$ cat config.mk
export PLATFORM = sky130hd
export DESIGN_NAME = scalar_writeback_arbiter
export DESIGN_NICKNAME = d
export VERILOG_FILES = /design/src/rtl/scalar_writeback_arbiter_pkg.sv /design/src/rtl/scalar_writeback_arbiter_fifo.sv /design/src/rtl/scalar_writeback_arbiter.sv
export SDC_FILE = /design/constraint.sdc
export NUM_CORES = 1
export LEC_CHECK = 0
export BUFFER_PORTS_ARGS = -buffer_cell sky130_fd_sc_hd__buf_4
export CORE_MARGIN = 2
export CORE_UTILIZATION = 45
export CTS_CLUSTER_DIAMETER = 200
export DETAILED_ROUTE_END_ITERATION = 7
export PLACE_DENSITY = 0.7
export REMOVE_ABC_BUFFERS = 1
export SYNTH_ARGS = -nofsm -noshare
export SYNTH_HDL_FRONTEND = slang
export SYNTH_SLANG_ARGS = --single-unit
export TNS_END_PERCENT = 100
$ cat constraint.sdc
create_clock -name clk -period 8.2 [get_ports clk]
set_input_delay 2.46 -clock clk [delete_from_list [all_inputs] [get_ports clk]]
set_output_delay 2.46 -clock clk [all_outputs]
set_load 0.01 [all_outputs]
$ cat src/rtl/scalar_writeback_arbiter_pkg.sv
// Shared types for the scalar register-file writeback path: write entry layout
// and the per-cycle source-select encoding.
package scalar_wb_pkg;

    localparam int REGISTERS_DEFAULT = 32;
    localparam int WIDTH_DEFAULT     = 32;
    localparam int ADDR_W_DEFAULT    = $clog2(REGISTERS_DEFAULT);

    typedef logic [ADDR_W_DEFAULT-1:0] reg_addr_t;

    typedef struct packed {
        reg_addr_t                addr;
        logic [WIDTH_DEFAULT-1:0] data;
    } wb_entry_t;

    typedef enum logic [1:0] {
        SRC_NONE,
        SRC_ALU,
        SRC_MEM,
        SRC_FORCE
    } wb_src_t;

endpackage

$ cat src/rtl/scalar_writeback_arbiter_fifo.sv
// Small synchronous FIFO of pending writeback entries. Every slot is visible
// with its valid flag so the owner can search for in-flight destinations.
module wb_fifo
    import scalar_wb_pkg::*;
#(
    parameter int  DEPTH   = 4,
    parameter type entry_t = wb_entry_t
) (
    input  logic             clk,
    input  logic             rst_n,
    input  logic             push,
    input  entry_t           push_entry,
    input  logic             pop,
    output entry_t           head,
    output logic             full,
    output logic             empty,
    output logic [DEPTH-1:0] entry_valid,
    output entry_t           entries [DEPTH]
);

    localparam int PTR_W = $clog2(DEPTH);

    entry_t           mem_reg [DEPTH];
    logic [PTR_W:0]   wr_ptr_reg;
    logic [PTR_W:0]   rd_ptr_reg;
    logic [PTR_W:0]   count;
    logic             do_push;
    logic             do_pop;

    // Extra wrap bit distinguishes full from empty when the low bits match.
    assign count   = wr_ptr_reg - rd_ptr_reg;
    assign empty   = (wr_ptr_reg == rd_ptr_reg);
    assign full    = (wr_ptr_reg[PTR_W] != rd_ptr_reg[PTR_W]) &&
                     (wr_ptr_reg[PTR_W-1:0] == rd_ptr_reg[PTR_W-1:0]);
    assign do_push = push && !full;
    assign do_pop  = pop && !empty;
    assign head    = mem_reg[rd_ptr_reg[PTR_W-1:0]];

    always_ff @(posedge clk) begin
        if (!rst_n) begin
            wr_ptr_reg <= '0;
            rd_ptr_reg <= '0;
        end else begin
            if (do_push) wr_ptr_reg <= wr_ptr_reg + 1'b1;
            if (do_pop)  rd_ptr_reg <= rd_ptr_reg + 1'b1;
        end
    end

    always_ff @(posedge clk) begin
        if (do_push) mem_reg[wr_ptr_reg[PTR_W-1:0]] <= push_entry;
    end

    generate
        for (genvar gi = 0; gi < DEPTH; gi++) begin : g_slot
            logic [PTR_W-1:0] offset;
            assign offset          = PTR_W'(gi) - rd_ptr_reg[PTR_W-1:0];
            assign entry_valid[gi] = ({1'b0, offset} < count);
            assign entries[gi]     = mem_reg[gi];
        end
    endgenerate

endmodule

$ cat src/rtl/scalar_writeback_arbiter.sv
// Single write-port driver for the scalar register file: ALU results win,
// buffered loads retire in order and are forced through after MAX_WAIT bypasses.
module scalar_writeback_arbiter
    import scalar_wb_pkg::*;
#(
    parameter int REGISTERS  = REGISTERS_DEFAULT,
    parameter int WIDTH      = WIDTH_DEFAULT,
    parameter int DEPTH      = 4,
    parameter int MAX_WAIT   = 3,
    parameter int DISCARD_R0 = 1
) (
    input  logic                         clk,
    input  logic                         rst_n,
    input  logic                         alu_valid,
    output logic                         alu_ready,
    input  logic [$clog2(REGISTERS)-1:0] alu_rd,
    input  logic [WIDTH-1:0]             alu_data,
    input  logic                         mem_valid,
    output logic                         mem_ready,
    input  logic [$clog2(REGISTERS)-1:0] mem_rd,
    input  logic [WIDTH-1:0]             mem_data,
    output logic                         we3,
    output logic [$clog2(REGISTERS)-1:0] a3,
    output logic [WIDTH-1:0]             wd3,
    input  logic [$clog2(REGISTERS)-1:0] q_addr,
    output logic                         q_pending
);

    localparam int ADDR_W = $clog2(REGISTERS);
    localparam int CNT_W  = $clog2(MAX_WAIT + 2);

    typedef struct packed {
        logic [ADDR_W-1:0] addr;
        logic [WIDTH-1:0]  data;
    } entry_t;

    wb_src_t           src;
    entry_t            push_entry;
    entry_t            head;
    entry_t            sel_entry;
    entry_t            entries [DEPTH];
    logic [DEPTH-1:0]  entry_valid;
    logic [DEPTH-1:0]  fifo_hit;
    logic              fifo_full;
    logic              fifo_empty;
    logic              push;
    logic              pop;
    logic              force_head;
    logic              discard;
    logic              write_sel;
    logic [CNT_W-1:0]  wait_cnt_reg;
    logic              we3_reg;
    logic [ADDR_W-1:0] a3_reg;
    logic [WIDTH-1:0]  wd3_reg;

    assign mem_ready  = rst_n && !fifo_full;
    assign push       = mem_valid && mem_ready;
    assign push_entry = '{addr: mem_rd, data: mem_data};

    wb_fifo #(
        .DEPTH   (DEPTH),
        .entry_t (entry_t)
    ) u_fifo (
        .clk         (clk),
        .rst_n       (rst_n),
        .push        (push),
        .push_entry  (push_entry),
        .pop         (pop),
        .head        (head),
        .full        (fifo_full),
        .empty       (fifo_empty),
        .entry_valid (entry_valid),
        .entries     (entries)
    );

    assign force_head = !fifo_empty && (wait_cnt_reg >= CNT_W'(MAX_WAIT));

    always_comb begin
        src       = SRC_NONE;
        alu_ready = 1'b0;
        if (rst_n) begin
            alu_ready = 1'b1;
            if (force_head) begin
                src       = SRC_FORCE;
                alu_ready = 1'b0;
            end else if (alu_valid) begin
                src = SRC_ALU;
            end else if (!fifo_empty) begin
                src = SRC_MEM;
            end
        end
    end

    assign pop       = (src == SRC_MEM) || (src == SRC_FORCE);
    assign sel_entry = (src == SRC_ALU) ? entry_t'{addr: alu_rd, data: alu_data} : head;
    // Register 0 results are still consumed so producers never stall on them.
    assign discard   = (DISCARD_R0 != 0) && (sel_entry.addr == '0);
    assign write_sel = (src != SRC_NONE) && !discard;

    always_ff @(posedge clk) begin
        if (!rst_n) begin
            wait_cnt_reg <= '0;
        end else if (pop || fifo_empty) begin
            wait_cnt_reg <= '0;
        end else if (src == SRC_ALU && wait_cnt_reg < CNT_W'(MAX_WAIT)) begin
            wait_cnt_reg <= wait_cnt_reg + 1'b1;
        end
    end

    always_ff @(posedge clk) begin
        if (!rst_n) begin
            we3_reg <= 1'b0;
            a3_reg  <= '0;
            wd3_reg <= '0;
        end else begin
            we3_reg <= write_sel;
            if (write_sel) begin
                a3_reg  <= sel_entry.addr;
                wd3_reg <= sel_entry.data;
            end
        end
    end

    assign we3 = we3_reg;
    assign a3  = a3_reg;
    assign wd3 = wd3_reg;

    generate
        for (genvar gi = 0; gi < DEPTH; gi++) begin : g_hit
            assign fifo_hit[gi] = entry_valid[gi] && (entries[gi].addr == q_addr);
        end
    endgenerate

    assign q_pending = !((DISCARD_R0 != 0) && (q_addr == '0)) &&
                       ((|fifo_hit) || (we3_reg && (a3_reg == q_addr)));

endmodule

### Word-level counts from Yosys, hierarchy flattened

Memories as Yosys holds them, arrays and structs flattened. A register that Yosys moved wholly into a read port is not among the register bits.
Index checks and enable logic that the tools add are counted.

| storage, ports and cells | value |
|---|---|
| memory bits (writable) | 148 |
| memories kept | 1 |
| word-level logic and storage cells | 70 |
| input port bits | 83 |
| register bits after elaboration | 47 |

| cells by class | value |
|---|---|
| reductions and logical operators | 26 |
| multiplexer cells | 11 |
| bitwise operators | 1 |
| $lt $le $gt $ge | 6 |
| add/subtract/negate cells | 8 |
| equality and inequality tests | 11 |

Memories:

| memory | depth | bits a word | read ports | clocked after memory_dff | write ports | line | text |
|---|---|---|---|---|---|---|---|
| u_fifo.mem_reg | 4 | 37 | 5 | 1 | 1 | scalar_writeback_arbiter_fifo.sv:23 | `entry_t mem_reg [DEPTH];` |

Operator list:

| kind | count |
|---|---|
| 37-bit 2-to-1 mux | 1 |
| 5-bit equality test | 5 |
| 1-bit logical AND | 14 |
| 2-bit by 3-bit less-than comparator with 1-bit output | 4 |
| 2-bit 2-to-1 mux | 6 |
| 5-bit logical NOT | 2 |
| 3-bit by 1-bit adder with 3-bit output (second input constant) | 3 |
| 2-bit equality test (second input constant) | 2 |
| 1-bit logical NOT | 4 |
| 1-bit 2-to-1 mux | 4 |
| 4-bit OR reduction | 1 |
| 1-bit by 2-bit subtractor with 2-bit output (first input constant) | 2 |
| 2-bit subtractor (first input constant) | 2 |
| 3-bit equality test | 1 |
| 3-bit by 2-bit >= comparator with 1-bit output (second input constant) | 1 |
| 1-bit logical OR | 3 |
| 3-bit by 2-bit less-than comparator with 1-bit output (second input constant) | 1 |
| 3-bit subtractor | 1 |
| 2-bit by 1-bit equality test with 1-bit output (second input constant) | 1 |
| 2-bit equality test | 1 |
| 2-bit nonzero test | 1 |
| 2-bit OR reduction | 1 |
| 1-bit != test | 1 |
| 1-bit inverter | 1 |

### Longest topological paths before layout

Gate-level depths: netlist (run 1).

| depth | value |
|---|---|
| word-level depth | 10 |
| mapped depth | 10 |
| mapped depth without buffers | 10 |

### Modules after synthesis

Synthesis (run 1) repeated with hierarchy kept, for this count alone.

| unflattened totals | value |
|---|---|
| cell total of the unflattened synthesis | 520 |
| area total of the unflattened synthesis | 8321.7 um2 |

By module, submodules not included:

| module | cells each | seq. area each (um2) | instances | area each (um2) |
|---|---|---|---|---|
| wb_fifo | 279 | 4604.4 | 1 | 6109.6 |
| scalar_writeback_arbiter | 241 | 820.8 | 1 | 2212.1 |

### Worst setup path before layout (run 1)

Ideal clock, no wire load.

| timing path | value |
|---|---|
| path kind | input-to-output |
| from | input port q_addr[2] |
| to | output port q_pending |
| setup slack | 2.342 ns |
| arrival time | 3.398 ns |
| cell stages on the path | 6 |
| data required time | 5.740 ns |
| path through | clkbuf_1 > xor2_1 > nor4_1 > nand3_1 > nand2_1 > o22a_1 |

| on the way | value |
|---|---|
| cells in the longest elaborated chain, start to end | 5 |

RTL lines:

| element | line | text |
|---|---|---|
| start: declaration | scalar_writeback_arbiter.sv:25 | `input logic [$clog2(REGISTERS)-1:0] q_addr,` |
| 5-bit equality test | scalar_writeback_arbiter.sv:130 | `assign fifo_hit[gi] = entry_valid[gi] && (entries[gi].addr == q_addr);` |
| 1-bit logical AND | scalar_writeback_arbiter.sv:130 |  |
| 4-bit OR reduction | scalar_writeback_arbiter.sv:135 | `((\|fifo_hit) \|\| (we3_reg && (a3_reg == q_addr)));` |
| 1-bit logical OR | scalar_writeback_arbiter.sv:135 |  |
| 1-bit logical AND * | scalar_writeback_arbiter.sv:134 | `assign q_pending = !((DISCARD_R0 != 0) && (q_addr == '0)) &&` |
| end: declaration | scalar_writeback_arbiter.sv:26 | `output logic q_pending` |

Every way passes the cells marked *; elsewhere a longest branch is shown, timed or not.

### Worst setup path in the final report (run 1)

| timing path | value |
|---|---|
| from | input port q_addr[3] |
| to | output port q_pending |

The elaborated chain is that of the path after synthesis.

==> results of run 1 <==
==> logic make-up (layout without fill, tap and decap cells) <==
logic type	after synthesis	after routing
simple gates	72	72
xor+xnor	31	31
mux	106	106
flops	197	197
compound gates	27	27
fa+ha+maj	15	15
buf+inv	39	170
==> synthesized netlist by cell type, types with 2 or more instances <==
cell       instances  area [um^2]
mux2i_1           69        690.7
nor3_1             4        20.02
buf_6              5        56.30
edfxtp_1         148         4444
a21oi_1            4        20.02
ha_1              14        175.2
mux4_2            37        833.3
o2111ai_1          4        35.03
xnor2_1           12        105.1
nand3_1            5        25.02
a31oi_1            4        25.02
and2_1             6        37.54
o22ai_1            5        31.28
buf_1              5        18.77
nand2_1           44        165.2
dfxtp_1           49        980.9
inv_1             12        45.04
nor4_1             2        12.51
nor2_1             2        7.510
a211oi_1           2        15.01
and3_1             5        31.28
clkbuf_1          17        63.81
xor2_1            19        166.4
==> final timing paths <==
kind | start | end
worst min-delay path | wd3[5] | wd3[5]
worst max register to register | flop | wd3[23]
worst max-delay path | q_addr[3] | q_pending
worst min register to register | wd3[5] | wd3[5]
==> layout make-up <==
cell class / instances / share of cell area
Tap cell: 229 / 0.02924
Sequential cell: 197 / 0.5538
Clock buffer: 19 / 0.04417
Clock inverter: 13 / 0.01264
Multi-Input combinational cell: 251 / 0.2590
Timing Repair Buffer: 126 / 0.09651
Inverter: 12 / 0.004596
==> per-layer routing <==
layer,share of wire,track usage
met4,0.010,0.05693
met1,0.43,0.2252
met3,0.055,0.05542
met2,0.51,0.2991
met5,0,0
==> worst min-delay path, stage by stage, from the launching register on <==
cell,delay [ns]
dfxtp_1,0.31
nand2_1,0.05
mux2i_1,0.05
==> power groups by stage <==
| stage | Combinational, uW | Clock (uW) | Sequential, uW |
|---|---|---|---|
| floorplan | 239 | 0 | 1240 |
| global placement | 433 | 0 | 1220 |
| detailed placement | 446 | 0 | 1220 |
| CTS | 448 | 805 | 1200 |
| global route | 482 | 852 | 1210 |
| finish | 440 | 791 | 1200 |
==> stage by stage <==
stage	util	area, um^2
4_1_cts	0.5493	9801
5_1_grt	0.5493	9801
3_5_place_dp	0.5181	9244
3_3_place_gp	0.5181	9244
6_report	0.5493	9801
2_1_floorplan	-	7985
==> impl_metrics.yaml, run 1 <==
status:
  status: "finished clean"
timing:
  tightest_slew_ns: 1.101
  whs_ns: 0.4617
  final.setup.worst_slack_ns: 2.244
  slew_viol_final: 0
  fin_crit_ns: 5.956
  fmax_mhz: 167.9
  setup_tns_ns: 0
  hold_viol: 0
  setup_viol: 0
  finalCritPeriodShare: 0.7263
  slew_headroom: 0.2660
  worst_clock_skew_ns: 0.01915
  rsz0062_at_grt: "false"
power_and_ir_drop:
  finalPower_uw: 2429
  p_leak_uw: 0.003554
  p_per_area_mw_per_mm2: 247.8
  p_int_uw: 1804
  irDropWorstVdd_uv: 157.8
  clockPowerShare: 0.326
  p_seq_frac: 0.493
  switching_share: 0.2574
  comb_power_share: 0.181
  p_switching_uw: 625.1
setup_path:
  crit_slowest_cell: "nor3_1"
  critical_path_class: "in -> out"
  critPathLaunchType: "primary input"
  required_ns: 5.74
  max_stage_delay_ns: 0.19
  reg2reg_depth: 6
  path_common_cell: "buf_4"
  r2r_slack_ns: 5.02
  worstPathCellList: "buf_4 > xor2_1 > nor3_1 > o2111ai_1 > nand3_1 > o22a_1 > buf_4"
  cp.depth: 7
  crit_arrival_ns: 3.50
  endpoint_kind: "primary output"
  critPathBufInv: 2
  cp_max_fo: 6
  cp_top_family: "simple AND/OR/NAND/NOR gates"
grt:
  grt_max_degree: 52
  grt_usage: 0.1791
  grt_antenna_before_repair: 0
  grt_pass1_wl_um: 26250
  overflow: 0
  grt_pass1_vias: 4935
synth:
  post_synth.cell_area_avg_um2: 16.68
  ys_ff_latch: 197
  synth_compound_area_frac: 0.02387
  yosysWarnings: 0
  synthSimpleGateAreaFrac: 0.04066
  syn_inst: 487
  synth_flop_cell: "edfxtp_1"
  synth_edf_count: 148
  async_reset_ff_frac: 0
  synth_top_family_by_area: "multiplexers"
  synthDistinctLibCells: 36
  synth_area_mm2: 0.008124
  synth.area.mux_share: 0.1876
  synthXorXnorAreaFrac: 0.03342
  synthAdderAreaFrac: 0.02403
  yosysSeqAreaShare: 0.6678
layout:
  final.fill_count: 1389
  syn2layout_area_growth_pct: 20.64
  final_common_cell: "edfxtp_1"
  multi_input_area_mm2: 0.002539
  fin_cells: 847
  layout_common_cells: "edfxtp_1 (148), buf_4 (126), mux2i_1 (69), dfxtp_1 (47), nand2_1 (44)"
  drive_gt1_frac: 0.3269
  n_antenna_cell: 0
  layout.nets: 703
  seqCellArea_mm2: 0.005428
  largest_reg_flops: 148
clock_tree:
  numCtsBuffers: 17
  cts.sink_count: 197
  cts-root-buf: "clkbuf_16"
  cts_tree: "built"
  cts_hold_buf: 0
  clock_latency_ns: 0.43
  cts_resized: 0
  htreeDepth: 4
  clk_pin_slew_ns: 0.07
  clockBufferDepth: 2
  cts_setup_buffers: 0
route:
  via_per_inst: 5.345
  drt-initial-drc-count: 216
  firstDrtPassIters: 4
  postRouteAntennaNets: 0
  wl_per_cell_um: 19.36
  totalWireLength_um: 16400
  via_count: 4527
  drc: 0
run:
  cap_violations: 0
placed_design:
  hpwl_um: 10100
  post-place-ws_ns: 2.257
  gp_congestion: 0.8572
  dp_cells: 815
  io_buffers: 123
die:
  core_area_mm2: 0.01784
  die_height_um: 138.4
  dieWidth_um: 138.4
  start_util: 0.4554
  die_area_mm2: 0.01914
  ioPinCount: 124
  fp-row-count: 49
hold_path:
  holdPathStages: 2
  hp-class: "reg -> reg"
(Power assumes the default switching activity.)
==> inputs of run 2 (changes only) <==
PLACE_DENSITY = 0.72   (was 0.7)
clock period = 5.3 ns   (was 8.2 ns; I/O delays follow)
==> impl_metrics.yaml, run 2 (synthesis gave the netlist of run 1 again) <==
die:
  dieWidth_um: 138.4
  core_area_mm2: 0.01784
  die_height_um: 138.4
  ioPinCount: 124
  die_area_mm2: 0.01914
  fp-row-count: 49
  start_util: 0.4554
route:
  via_per_inst: 5.287
  drc: 0
  wl_per_cell_um: 19.15
  postRouteAntennaNets: 0
  drt-initial-drc-count: 269
  via_count: 4483
  totalWireLength_um: 16240
  firstDrtPassIters: 5
timing:
  hold_viol: 0
  slew_viol_final: 0
  whs_ns: 0.4561
  setup_viol: 0
  fmax_mhz: 229.5
  finalCritPeriodShare: 0.8222
  setup_tns_ns: 0
  fin_crit_ns: 4.357
  worst_clock_skew_ns: 0.01345
  tightest_slew_ns: 1.082
  slew_headroom: 0.2790
  rsz0062_at_grt: "false"
setup_path:
  critical_path_class: "reg -> out"
  endpoint_kind: "primary output"
  critPathLaunchType: "flop"
  reg2reg_depth: 6
  r2r_slack_ns: 2.11
  crit_arrival_ns: 2.77
  cp_max_fo: 5
  required_ns: 3.71
clock_tree:
  cts_tree: "built"
  cts_setup_buffers: 0
  clk_pin_slew_ns: 0.07
  cts.sink_count: 197
  clockBufferDepth: 2
  clock_latency_ns: 0.42
  numCtsBuffers: 17
  htreeDepth: 4
  cts_resized: 0
  cts-root-buf: "clkbuf_16"
  cts_hold_buf: 0
hold_path:
  hp-class: "reg -> reg"
  holdPathStages: 2
placed_design:
  gp_congestion: 0.8033
  hpwl_um: 10340
  io_buffers: 123
layout:
  layout.nets: 704
  n_antenna_cell: 0
  final_common_cell: "edfxtp_1"
  layout_common_cells: "edfxtp_1 (148), buf_4 (127), mux2i_1 (69), dfxtp_1 (47), nand2_1 (44)"
  largest_reg_flops: 148
  drive_gt1_frac: 0.3328
  syn2layout_area_growth_pct: 21.22
power_and_ir_drop:
  p_leak_uw: 0.003586
  finalPower_uw: 3823
  p_per_area_mw_per_mm2: 388.2
  irDropWorstVdd_uv: 223.6
grt:
  grt_max_degree: 39
  grt_usage: 0.1770
  overflow: 0
  grt_pass1_wl_um: 25920
  grt_pass1_vias: 4916
  grt_antenna_before_repair: 0
status:
  status: "finished clean"
run:
  cap_violations: 0
-- run 2: changes by cell type in the layout (fill, tap and decap cells not counted) --
cell | before | now
clkinv_1 | 2 | 1
clkinv_2 | 1 | 2
buf_4 | 126 | 127
inv_8 | 2 | 1
clkinvlp_4 | 2 | 0
clkinv_8 | 0 | 1
clkinv_4 | 1 | 3
bufinv_16 | 1 | 2
clkbuf_1 | 2 | 0
inv_6 | 4 | 5
-- run 2: stage by stage --
| step | util | instances | cell area [um^2] | worst slack, ns |
|---|---|---|---|---|
| after floorplan | - | 460 | 7985 | -1.869 |
| after global placement | 0.5186 | 816 | 9251 | 1.107 |
| after detailed placement | 0.5186 | 816 | 9251 | 1.070 |
| after CTS | 0.5520 | 848 | 9848 | 0.9478 |
| after global routing | 0.5520 | 848 | 9848 | 0.7604 |
| final | 0.5520 | 848 | 9848 | 0.9425 |
-- run 2: worst max-delay path: stages (launching register included) --
cell and delay, ns:
dfxtp_1 0.43, inv_1 0.12, ha_1 0.19, inv_1 0.09, fa_1 0.41, inv_1 0.14
ha_1 0.26, a21oi_1 0.19, o2111ai_1 0.12, nand3_1 0.11, o22a_1 0.16, buf_4 0.12
-- run 2: layout make-up --
class	count	area (um^2)
Sequential cell	197	5428
Fill cell	1420	7993
Inverter	12	45.04
Tap cell	229	286.5
Clock buffer	17	425.4
Timing Repair Buffer	127	953.4
Multi-Input combinational cell	251	2539
Clock inverter	15	171.4
-- run 2: metal layers --
layer | share of wire | vias up | GRT usage
met5 | 0 | - | 0
met1 | 0.44 | 2242 | 0.2244
met4 | 0.016 | 0 | 0.06445
met2 | 0.49 | 115 | 0.2879
met3 | 0.054 | 20 | 0.05681
li1 | - | 2106 | -
-- run 2: worst paths after layout --
kind | from | end
worst max-delay path | u_fifo.wr_ptr_reg[0] | q_pending
worst min-delay path | wd3[1] | wd3[1]
worst max register to register | flop | wd3[7]
worst min register to register | wd3[1] | wd3[1]
-- run 2: power by group --
part | leakage, uW | total [uW] | switching, uW | internal, uW
sequential | 0.00175 | 1840 | 72.7 | 1770
clock | 0.000295 | 1290 | 577 | 710
combinational | 0.00154 | 693 | 329 | 364
==> inputs of run 3 (changes only) <==
PLACE_DENSITY = 0.7   (was 0.72)
clock period = 4.2 ns   (was 5.3 ns; I/O delays follow)
==> impl_metrics.yaml, run 3 (synthesis gave the netlist of run 1 again) <==
timing:
  slew_headroom: 0.4265
  slew_viol_final: 0
  rsz0062_at_grt: "false"
  hold_viol: 0
  worst_clock_skew_ns: 0.01159
  finalCritPeriodShare: 0.9444
  fmax_mhz: 252.1
  whs_ns: 0.4568
  setup_tns_ns: 0
  tightest_slew_ns: 0.8524
  setup_viol: 0
  fin_crit_ns: 3.966
placed_design:
  io_buffers: 123
  dp_cells: 824
  hpwl_um: 11140
  placement.cell_area_mm2: 0.009349
  gp_congestion: 0.8392
route:
  firstDrtPassIters: 4
  via_count: 4569
  totalWireLength_um: 16480
  via_per_inst: 5.338
  drc: 0
  drt-initial-drc-count: 237
  wl_per_cell_um: 19.25
  postRouteAntennaNets: 0
grt:
  overflow: 0
  grt_antenna_before_repair: 0
  busiest_layer: "met2"
  grt_pass1_vias: 5004
  use_met1: 0.2261
  grt_pass1_wl_um: 26410
  grt_max_degree: 38
  grtUsageMet2: 0.2981
  use_met3: 0.05023
  grt_usage: 0.1794
run:
  cap_violations: 0
setup_path:
  cp_max_fo: 5
  reg2reg_depth: 8
  critPathLaunchType: "flop"
  reg2reg_to: "wd3[13]"
  r2r_slack_ns: 1.35
  critical_path_class: "reg -> out"
  endpoint_kind: "primary output"
  r2r-start: "wait_cnt_reg[0]"
  required_ns: 2.94
  crit_arrival_ns: 2.71
hold_path:
  holdPathEnd: "wd3[18]"
  hp-class: "reg -> reg"
  min-delay-start: "wd3[18]"
  holdPathStages: 2
clock_tree:
  numCtsBuffers: 17
  cts_tree: "built"
  cts_hold_buf: 0
  cts-root-buf: "clkbuf_16"
  clk_pin_slew_ns: 0.07
  clock_latency_ns: 0.42
  clockBufferDepth: 2
  cts.sink_count: 197
  htreeDepth: 4
die:
  start_util: 0.4554
  dieWidth_um: 138.4
  die_area_mm2: 0.01914
  fp-row-count: 49
  die_height_um: 138.4
  ioPinCount: 124
  core_area_mm2: 0.01784
layout:
  seqCellArea_mm2: 0.005429
  n_antenna_cell: 0
  layout_common_cells: "edfxtp_1 (148), buf_4 (132), mux2i_1 (69), dfxtp_1 (46), nand2_1 (44)"
  fin_cells: 856
  design_area_mm2: 0.009967
  syn2layout_area_growth_pct: 22.69
  final.fill_count: 1396
  multi_input_area_mm2: 0.002539
  largest_reg_flops: 148
  drive_gt1_frac: 0.3413
  layout.nets: 712
  final_common_cell: "edfxtp_1"
power_and_ir_drop:
  irDropWorstVdd_uv: 316.2
  finalPower_uw: 4875
  p_per_area_mw_per_mm2: 489.1
  p_leak_uw: 0.003649
status:
  status: "finished clean"
-- run 3: cell count changes in the layout (fill, tap and decap cells not counted), moves of 2 or more --
cell,delta
buf_4,+5
buf_12,+3
clkbuf_1,+2
clkbuf_8,+2
clkinv_4,-2
-- run 3: metrics by stage --
stage / utilization / setup slack [ns]
after global placement: 0.5240 / 0.6855
after global routing: 0.5587 / 0.05094
after detailed placement: 0.5240 / 0.6186
after floorplan: - / -2.639
after CTS: 0.5586 / 0.1632
final: 0.5587 / 0.2336
-- run 3: final cells by class --
class / instances / share of cell area
well taps: 229 / 0.02875
repair buffers: 135 / 0.1054
clock inverters: 10 / 0.01318
multi-input cells: 251 / 0.2547
inverters: 12 / 0.004519
flip-flops and latches: 197 / 0.5447
clock buffers: 22 / 0.04871
-- run 3: repair_timing --
action,in CTS,in global routing
setup buffers,0,0
gates resized for setup,0,1
endpoints found under the setup margin,0,1
-- run 3: critical path, stage by stage (launching register included) --
cell and delay (ns):
dfxtp_2 0.35, inv_1 0.10, ha_1 0.15, inv_1 0.07, fa_1 0.47, inv_1 0.09, ha_1 0.29, a21oi_1 0.08
o2111ai_1 0.19, nand3_1 0.12, o22a_1 0.24, buf_4 0.14
-- run 3: power by group --
| part | total, uW | internal [uW] | switching [uW] | leakage [uW] |
|---|---|---|---|---|
| registers | 2330 | 2230 | 93.0 | 0.00175 |
| clock network | 1670 | 962 | 705 | 0.000305 |
| logic | 880 | 466 | 414 | 0.00159 |
-- run 3: how the worst max path moves through the flow --
stage / end / slack (ns) / depth (start not counted) / from
2_1_floorplan: wd3[0] / -2.64 / 3 / rst_n
3_3_place_gp: q_pending / 0.69 / 4 / q_addr[1]
3_5_place_dp: q_pending / 0.62 / 7 / q_addr[3]
4_1_cts: q_pending / 0.16 / 11 / u_fifo.wr_ptr_reg[0]
5_1_grt: q_pending / 0.05 / 11 / u_fifo.wr_ptr_reg[0]
6_report: q_pending / 0.23 / 11 / u_fifo.wr_ptr_reg[0]
-- run 3: layer usage --
metal	share of wire	vias to the layer above
met5	0	-
met3	0.058	22
li1	-	2123
met1	0.43	2292
met2	0.49	132
met4	0.018	0
